$ cat src/rtl/kbd_scan_sequencer.sv
`default_nettype none
// ============================================================================
//  Module   : kbd_scan_sequencer
//  Purpose  : Sequences PS/2 Set-2 prefix bytes (E0 extended, F0 break) and
//             keeps a held-key table for W/S/A/D/Left/Right. Horizontal
//             movement uses last-pressed-wins priority. Each accepted
//             make/break emits a one-cycle key event.
//  Options  : KBD_TYPEMATIC_FILTER_EN - when defined, a make for a key that
//             is already held (auto-repeat) emits no event and leaves the
//             last-direction flag unchanged.
//  Revision : 1.0  initial release
// ============================================================================
module kbd_scan_sequencer #(
    parameter int TIMEOUT_CYCLES = 200000,
    parameter int CNT_W          = 18
) (
    input  logic       CLK100MHZ,
    input  logic       RESET,
    input  logic       code_valid,
    input  logic [7:0] code_byte,
    input  logic       code_err,
    output logic [5:0] key_state,
    output logic [1:0] move,
    output logic       evt_valid,
    output logic [2:0] evt_key,
    output logic       evt_make
);

    typedef enum logic [1:0] {
        ST_IDLE    = 2'd0,
        ST_EXT     = 2'd1,
        ST_BRK     = 2'd2,
        ST_EXT_BRK = 2'd3
    } state_t;

    localparam logic [7:0]       c_CODE_EXT   = 8'hE0;
    localparam logic [7:0]       c_CODE_BRK   = 8'hF0;
    localparam logic [CNT_W-1:0] c_CNT_LAST   = CNT_W'(TIMEOUT_CYCLES - 1);
    localparam logic [CNT_W-1:0] c_CNT_ONE    = CNT_W'(1);

    // Key indices into key_state
    localparam logic [2:0] c_KEY_W     = 3'd0;
    localparam logic [2:0] c_KEY_S     = 3'd1;
    localparam logic [2:0] c_KEY_A     = 3'd2;
    localparam logic [2:0] c_KEY_D     = 3'd3;
    localparam logic [2:0] c_KEY_LEFT  = 3'd4;
    localparam logic [2:0] c_KEY_RIGHT = 3'd5;

    state_t           r_state;
    state_t           w_state_nxt;
    logic [CNT_W-1:0] r_cnt;
    logic [CNT_W-1:0] w_cnt_nxt;
    logic [5:0]       r_key_state;
    logic [5:0]       w_key_nxt;
    logic             r_last_dir;
    logic             w_last_dir_nxt;
    logic             r_evt_valid;
    logic             w_evt_valid_nxt;
    logic [2:0]       r_evt_key;
    logic [2:0]       w_evt_key_nxt;
    logic             r_evt_make;
    logic             w_evt_make_nxt;
    logic [1:0]       r_move;
    logic [1:0]       w_move_nxt;

    logic             w_nonext_hit;
    logic [2:0]       w_nonext_idx;
    logic             w_ext_hit;
    logic [2:0]       w_ext_idx;
    logic             w_hit;
    logic             w_make;
    logic [2:0]       w_idx;
    logic             w_left_grp;
    logic             w_right_grp;

    assign key_state = r_key_state;
    assign move      = r_move;
    assign evt_valid = r_evt_valid;
    assign evt_key   = r_evt_key;
    assign evt_make  = r_evt_make;

    // Decode the incoming byte into a key index for plain and E0-prefixed codes
    always_comb begin
        w_nonext_hit = 1'b0;
        w_nonext_idx = 3'd0;
        w_ext_hit    = 1'b0;
        w_ext_idx    = 3'd0;
        case (code_byte)
            8'h1D:   begin w_nonext_hit = 1'b1; w_nonext_idx = c_KEY_W; end
            8'h1B:   begin w_nonext_hit = 1'b1; w_nonext_idx = c_KEY_S; end
            8'h1C:   begin w_nonext_hit = 1'b1; w_nonext_idx = c_KEY_A; end
            8'h23:   begin w_nonext_hit = 1'b1; w_nonext_idx = c_KEY_D; end
            8'h6B:   begin w_ext_hit    = 1'b1; w_ext_idx    = c_KEY_LEFT;  end
            8'h74:   begin w_ext_hit    = 1'b1; w_ext_idx    = c_KEY_RIGHT; end
            default: begin end
        endcase
    end

    // Next-state, timeout and key-table update; a byte always beats the timeout
    always_comb begin
        w_state_nxt     = r_state;
        w_cnt_nxt       = r_cnt;
        w_key_nxt       = r_key_state;
        w_last_dir_nxt  = r_last_dir;
        w_evt_valid_nxt = 1'b0;
        w_evt_key_nxt   = r_evt_key;
        w_evt_make_nxt  = r_evt_make;
        w_hit           = 1'b0;
        w_make          = 1'b0;
        w_idx           = 3'd0;

        if (code_valid) begin
            w_cnt_nxt = '0;
            if (code_err) begin
                w_state_nxt = ST_IDLE;
            end else begin
                case (r_state)
                    ST_IDLE: begin
                        if (code_byte == c_CODE_BRK) begin
                            w_state_nxt = ST_BRK;
                        end else if (code_byte == c_CODE_EXT) begin
                            w_state_nxt = ST_EXT;
                        end else if (w_nonext_hit) begin
                            w_hit  = 1'b1;
                            w_make = 1'b1;
                            w_idx  = w_nonext_idx;
                        end
                    end
                    ST_EXT: begin
                        if (code_byte == c_CODE_BRK) begin
                            w_state_nxt = ST_EXT_BRK;
                        end else begin
                            w_state_nxt = ST_IDLE;
                            if (w_ext_hit) begin
                                w_hit  = 1'b1;
                                w_make = 1'b1;
                                w_idx  = w_ext_idx;
                            end
                        end
                    end
                    ST_BRK: begin
                        w_state_nxt = ST_IDLE;
                        if (w_nonext_hit) begin
                            w_hit = 1'b1;
                            w_idx = w_nonext_idx;
                        end
                    end
                    ST_EXT_BRK: begin
                        w_state_nxt = ST_IDLE;
                        if (w_ext_hit) begin
                            w_hit = 1'b1;
                            w_idx = w_ext_idx;
                        end
                    end
                    default: w_state_nxt = ST_IDLE;
                endcase
            end
        end else if (r_state != ST_IDLE) begin
            if (r_cnt == c_CNT_LAST) begin
                w_state_nxt = ST_IDLE;
                w_cnt_nxt   = '0;
            end else begin
                w_cnt_nxt = r_cnt + c_CNT_ONE;
            end
        end else begin
            w_cnt_nxt = '0;
        end

        if (w_hit) begin
            if (w_make) begin
                w_key_nxt[w_idx] = 1'b1;
`ifdef KBD_TYPEMATIC_FILTER_EN
                if (!r_key_state[w_idx]) begin
`else
                begin
`endif
                    w_evt_valid_nxt = 1'b1;
                    w_evt_key_nxt   = w_idx;
                    w_evt_make_nxt  = 1'b1;
                    // W/S are vertical and do not take part in the tie-break
                    if (w_idx == c_KEY_A || w_idx == c_KEY_LEFT) begin
                        w_last_dir_nxt = 1'b0;
                    end else if (w_idx == c_KEY_D || w_idx == c_KEY_RIGHT) begin
                        w_last_dir_nxt = 1'b1;
                    end
                end
            end else begin
                // Breaks report even when the key was not held
                w_key_nxt[w_idx] = 1'b0;
                w_evt_valid_nxt  = 1'b1;
                w_evt_key_nxt    = w_idx;
                w_evt_make_nxt   = 1'b0;
            end
        end
    end

    // Resolve horizontal movement from the registered key table
    always_comb begin
        w_left_grp  = r_key_state[c_KEY_A] | r_key_state[c_KEY_LEFT];
        w_right_grp = r_key_state[c_KEY_D] | r_key_state[c_KEY_RIGHT];
        w_move_nxt  = 2'b00;
        if (w_left_grp && w_right_grp) begin
            w_move_nxt = r_last_dir ? 2'b01 : 2'b10;
        end else if (w_left_grp) begin
            w_move_nxt = 2'b10;
        end else if (w_right_grp) begin
            w_move_nxt = 2'b01;
        end
    end

    // Prefix FSM state and inter-byte timeout counter
    always_ff @(posedge CLK100MHZ or posedge RESET) begin
        if (RESET) begin
            r_state <= ST_IDLE;
            r_cnt   <= '0;
        end else begin
            r_state <= w_state_nxt;
            r_cnt   <= w_cnt_nxt;
        end
    end

    // Key table, direction memory and event outputs
    always_ff @(posedge CLK100MHZ or posedge RESET) begin
        if (RESET) begin
            r_key_state <= 6'd0;
            r_last_dir  <= 1'b0;
            r_evt_valid <= 1'b0;
            r_evt_key   <= 3'd0;
            r_evt_make  <= 1'b0;
        end else begin
            r_key_state <= w_key_nxt;
            r_last_dir  <= w_last_dir_nxt;
            r_evt_valid <= w_evt_valid_nxt;
            r_evt_key   <= w_evt_key_nxt;
            r_evt_make  <= w_evt_make_nxt;
        end
    end

    // Movement register, one cycle behind the key table
    always_ff @(posedge CLK100MHZ or posedge RESET) begin
        if (RESET) begin
            r_move <= 2'b00;
        end else begin
            r_move <= w_move_nxt;
        end
    end

endmodule
`default_nettype wire

$ cat config.mk
export PLATFORM = sky130hd
export DESIGN_NAME = kbd_scan_sequencer
export DESIGN_NICKNAME = d
export VERILOG_FILES = /design/src/rtl/kbd_scan_sequencer.sv
export SDC_FILE = /design/constraint.sdc
export NUM_CORES = 1
export LEC_CHECK = 0
export CELL_PAD_IN_SITES_DETAIL_PLACEMENT = 1
export CELL_PAD_IN_SITES_GLOBAL_PLACEMENT = 1
export CORE_MARGIN = 1.5
export CORE_UTILIZATION = 37
export CTS_CLUSTER_SIZE = 40
export DETAILED_ROUTE_END_ITERATION = 8
export PLACE_DENSITY = 0.75
export RECOVER_POWER = 25
export SLEW_MARGIN = 20
export SYNTH_ARGS = -nofsm -noshare
export SYNTH_HDL_FRONTEND = slang
export SYNTH_SLANG_ARGS = --single-unit
$ cat constraint.sdc
create_clock -name CLK100MHZ -period 1.9 [get_ports CLK100MHZ]
set_clock_uncertainty 0.15 [all_clocks]
set_input_delay 0.38 -clock CLK100MHZ [delete_from_list [all_inputs] [get_ports CLK100MHZ]]
set_output_delay 0.38 -clock CLK100MHZ [all_outputs]
set_load 0.005 [all_outputs]
**Word level (Yosys, flattened, before mapping)**

Cells that the tools add are included.
W data, S select, Z words.

- Input bits: 12
- Latch bits: 0
- ROM bits: 0
- Memories kept: 0
- Output and inout port bits: 13
- RAM bits: 0
- Word-level logic and storage cells: 92
- Flip-flop bits (word level): 34

- Reductions and logical operators: 14
- Eq/ne operators: 17
- Bitwise operators: 5
- Add/subtract/negate cells: 1
- Divide/modulo/power cells: 0
- $mul: 0
- Order comparisons: 2
- Shift operators: 0
- Muxes and demuxes: 45

Operators with widths:

| kind | count |
|---|---|
| $mux W18 | 3 |
| $eq A8 B5 Y1 const B | 3 |
| $mux W3 | 7 |
| $mux W2 | 10 |
| $add A18 B1 Y18 const B | 1 |
| $eq A18 B18 Y1 const B | 1 |
| $mux W1 | 17 |
| $eq A8 B7 Y1 const B | 2 |
| $eq A8 B8 Y1 const B | 2 |
| $pmux W2 S3 | 2 |
| $pmux W3 S4 | 1 |
| $eq A8 B6 Y1 const B | 1 |
| $reduce_bool A2 Y1 | 4 |
| $and A6 B6 Y6 | 1 |
| $eq A3 B2 Y1 const B | 2 |
| $eq A3 B3 Y1 const B | 2 |
| $mux W6 | 1 |
| $not A6 Y6 | 1 |
| $or A6 B6 Y6 | 1 |
| $pmux W3 S2 | 1 |
| $reduce_and A3 Y1 | 2 |
| $ne A5 B5 Y1 const B | 1 |
| $eq A2 B2 Y1 const B | 2 |
| $lt A3 B4 Y1 const B | 1 |
| other kinds (11) | 15 |

**Longest topological paths before layout**

- Word-level depth: 16
- Mapped depth: 7

**Least setup slack after synthesis**

No wires, ideal clock.

- Path type: input to register
- Start point: in code_byte[6]
- End point: reg with a tool-made name
- Setup time: 128 ps
- Stages: 6
- Data required time: 1622 ps
- Arrival: 1802 ps
- Slack: -180 ps
- Cell sequence: buf_6 or4b_4 o31a_1 nor4_2 nor2b_1 mux2_1

RTL lines:

| element | line | source |
|---|---|---|
| from (decl) | 20 | `input logic [7:0] code_byte,` |

==> metrics.md <==
| Metric | Value |
|---|---|
| Outcome | finished with violations |
| Violated checks | negative setup slack |
| Diode count | 0 |
| Core Region | 4440 sq um |
| Tmin final | 1910 ps |
| Final hold slack | 297 ps |
| Via density per instance | roughly 5.5 |
| P_leak | around 1.1 nW |
| Hold/Removal Path Class | primary input to register |
| CTS Sinks | 34 |
| Clk Tree Root Cell | clkbuf_8 |
| Pins Over Slew Limit | 0 |
| H-tree depth | 2 |
| Worst Path Max Fanout | 5 |
| Worst vdd ir | approximately 0.00023 V |
| Setup crit start kind | register |
| Synthesized area | 1750 sq um |
| PwrDens | 570 nW/um^2 |
| Longest Clk Path Bufs | 2 |
| YS warnings | 0 |
| Initial antenna violation count | 0 |
| Synth Flop Type | dfrtp_1 |
| Critical path arrival | between 1500 and 2000 ps |
| Crit. End Element | register |
| Chip width | roughly 70 microns |
| Period utilisation layout | 1.00 |
| Area growth syn-to-layout | 43.0% |
| Top cells by area, synth | dfrtp_1, nor2_1, xor2_1 |
| Final hold violations | 0 |
| Slew @ Worst Pin | 879 ps |
| Largest stage delay, worst path | 440 ps |
| Post-synthesis async set-or-reset flop share | 1.00 |
| Pin count of the biggest net entering global routing | 35 |
| Port buffer count | 24 |
| Final WS setup | -8.25 ps |
| Vias in the first global route | roughly 1900 |
| Number of synthesized register bits | 34 |
| Syn nets | 193 |
| Area of the die | 5150 sq um |
| Seq/Total Area, Yosys | 0.486 |
| Post-synth EDFFs | 0 |
| DIE HEIGHT | between 70 and 80 microns |
| Cells after synthesis | 180 |
| Drt drc | 0 |
| Leading area contributor after synthesis | dfrtp_1 |
| Cell variety after synth | 42 |
| First-pass GRT wire length | 9.05 mm |
| Commonest cells post-synth | dfrtp_1, nor2_1, nand2_1 |
| Layout cell share with drive strength beyond 1 | 0.296 |
| IO Pins | 25 |
| GRT Residual Overflow | 0 |
| Initial core utilization | 0.394 |
| Post-Route WL | between 5 and 6 mm |
| CTS buffer count | 5 |
| Initial DRT Pass Iterations | 6 |
| RSZ-0062 raised after global routing | true |
| Count leader, synth | dfrtp_1 |
| Row cnt | 24 |
| Critical path class | register to register |
| Tot GR Track Use | 0.229 |
| Post-synth top area share | 0.486 |
| Synthesized area per cell | 9.72 sq um |
| Final antenna-violating net count | 0 |
| Cell Chain, Critical Path | or3_1 -> a211oi_4 -> o21ai_4 -> buf_6 -> nor2b_2 -> mux2i_1 |
| Clock Latency Late Sink | 290 ps |
| Final core occ | 0.563 |
| Data required, critical path | 1890 ps |
| Slowest stage cell, crit path | dfrtp_1 |
| DR WL/cell | 19.2 microns |
| Max_slew headroom | 0.414 |
| DP HPWL | 3.72 mm |
| Maximum clock rate | 0.524 GHz |
| CTS clk-pin slew, worst paths | roughly 70 ps |
| Final setup violation count | 1 |
| Final #Nets | 255 |
| Via count | 1629 |
| Number of max-cap violations | 0 |
| Final GP Congestion | around 0.99 |
| CTS tree | built |
| 1st-iter DRT viols | 64 |
## critical path: cells and delay by family (launching register included)
kind                   cells  cell delay (ps)
multiplexers               1              140
buffers and inverters      1              140
AND/OR/NAND/NOR            2              540
AO/OA/AOI/OAI              2              350
flip-flops                 1              440
## report_power, final
part | switching (W) | internal (W)
clock | 0.000260 | 0.000292
sequential | 0.00000354 | 0.000730
combinational | 0.0000730 | 0.0000687
## cell families (layout without fill, tap and decap cells)
| logic type | after synthesis | in the layout | share of synthesized area |
|---|---|---|---|
| AO/OA/AOI/OAI | 21 | 22 | 0.0858 |
| XOR/XNOR | 16 | 16 | 0.0801 |
| adder cells (fa/ha/maj) | 1 | 1 | 0.00715 |
| buffers and inverters | 11 | 73 | 0.0286 |
| flip-flops | 34 | 34 | 0.486 |
| multiplexers | 5 | 5 | 0.0300 |
| AND/OR/NAND/NOR | 92 | 92 | 0.282 |
## cells in the final DEF (no fill, tap or decap), drive strengths merged, types with 5 or more instances in the layout
cell type / instances
xor2: 9
nand3: 6
nor2: 32
and3: 5
inv: 7
dfrtp: 34
o21ai: 11
clkbuf: 10
buf: 38
nand4: 6
clkdlybuf4s50: 13
nand2: 13
nor3: 5
xnor2: 7
## what timing repair did
item | in CTS | in global routing
resized for setup | 43 | 15
endpoints found under the setup margin | 16 | 28
setup buffers | 3 | 1
gates cloned | 0 | 1
pin swaps | 7 | 7
hold buffers | 0 | 0
## layer usage
layer | up-vias | wire, microns | track usage
met5 | - | 0 | 0
met4 | 0 | 77 | 0.0839
met3 | 6 | 125 | 0.0338
met2 | 37 | 3180 | 0.435
met1 | 837 | 2270 | 0.255
li1 | 749 | - | -
## area by class of cell
type | instances | area [sq um]
fill | 515 | 1940
multi-input combinational | 136 | 996
sequential | 34 | 851
timing repair buffer | 58 | 474
clock buffer | 7 | 86.3
tap | 52 | 65.1
inverter | 7 | 26.3
clock inverter | 1 | 5.00
## metrics by stage
step	instances	setup slack [ps]	total power [W]	area, sq um	TNS [ps]
final	295	-8.25	0.00143	2500	-8.25
after detailed placement	282	-678	0.000875	2280	-7790
after floorplan	180	-102	0.000791	1770	-109
after global placement	282	-576	0.000868	2280	-6150
after CTS	293	-28.8	0.00144	2450	-54.3
after global routing	295	-58.6	0.00148	2500	-465
## worst paths after layout
path                                          endpoint                    from  depth (start not counted)  slack, ps
worst max-delay path                          register  r_state[0]$_DFFE_PP0P_                          6         -8
worst min-delay path            r_state[0]$_DFFE_PP0P_            code_byte[4]                          3        300
worst max register to register                register  r_state[0]$_DFFE_PP0P_                          6         -8
worst min register to register  evt_key[0]$_DFFE_PP0P_  evt_key[0]$_DFFE_PP0P_                          2        370
max in group asynchronous          r_cnt[11]$_DFF_PP0_                   RESET                          3        400
min in group asynchronous            move[0]$_DFF_PP0_                   RESET                          3        660
Power figures use the tool's default switching activity.
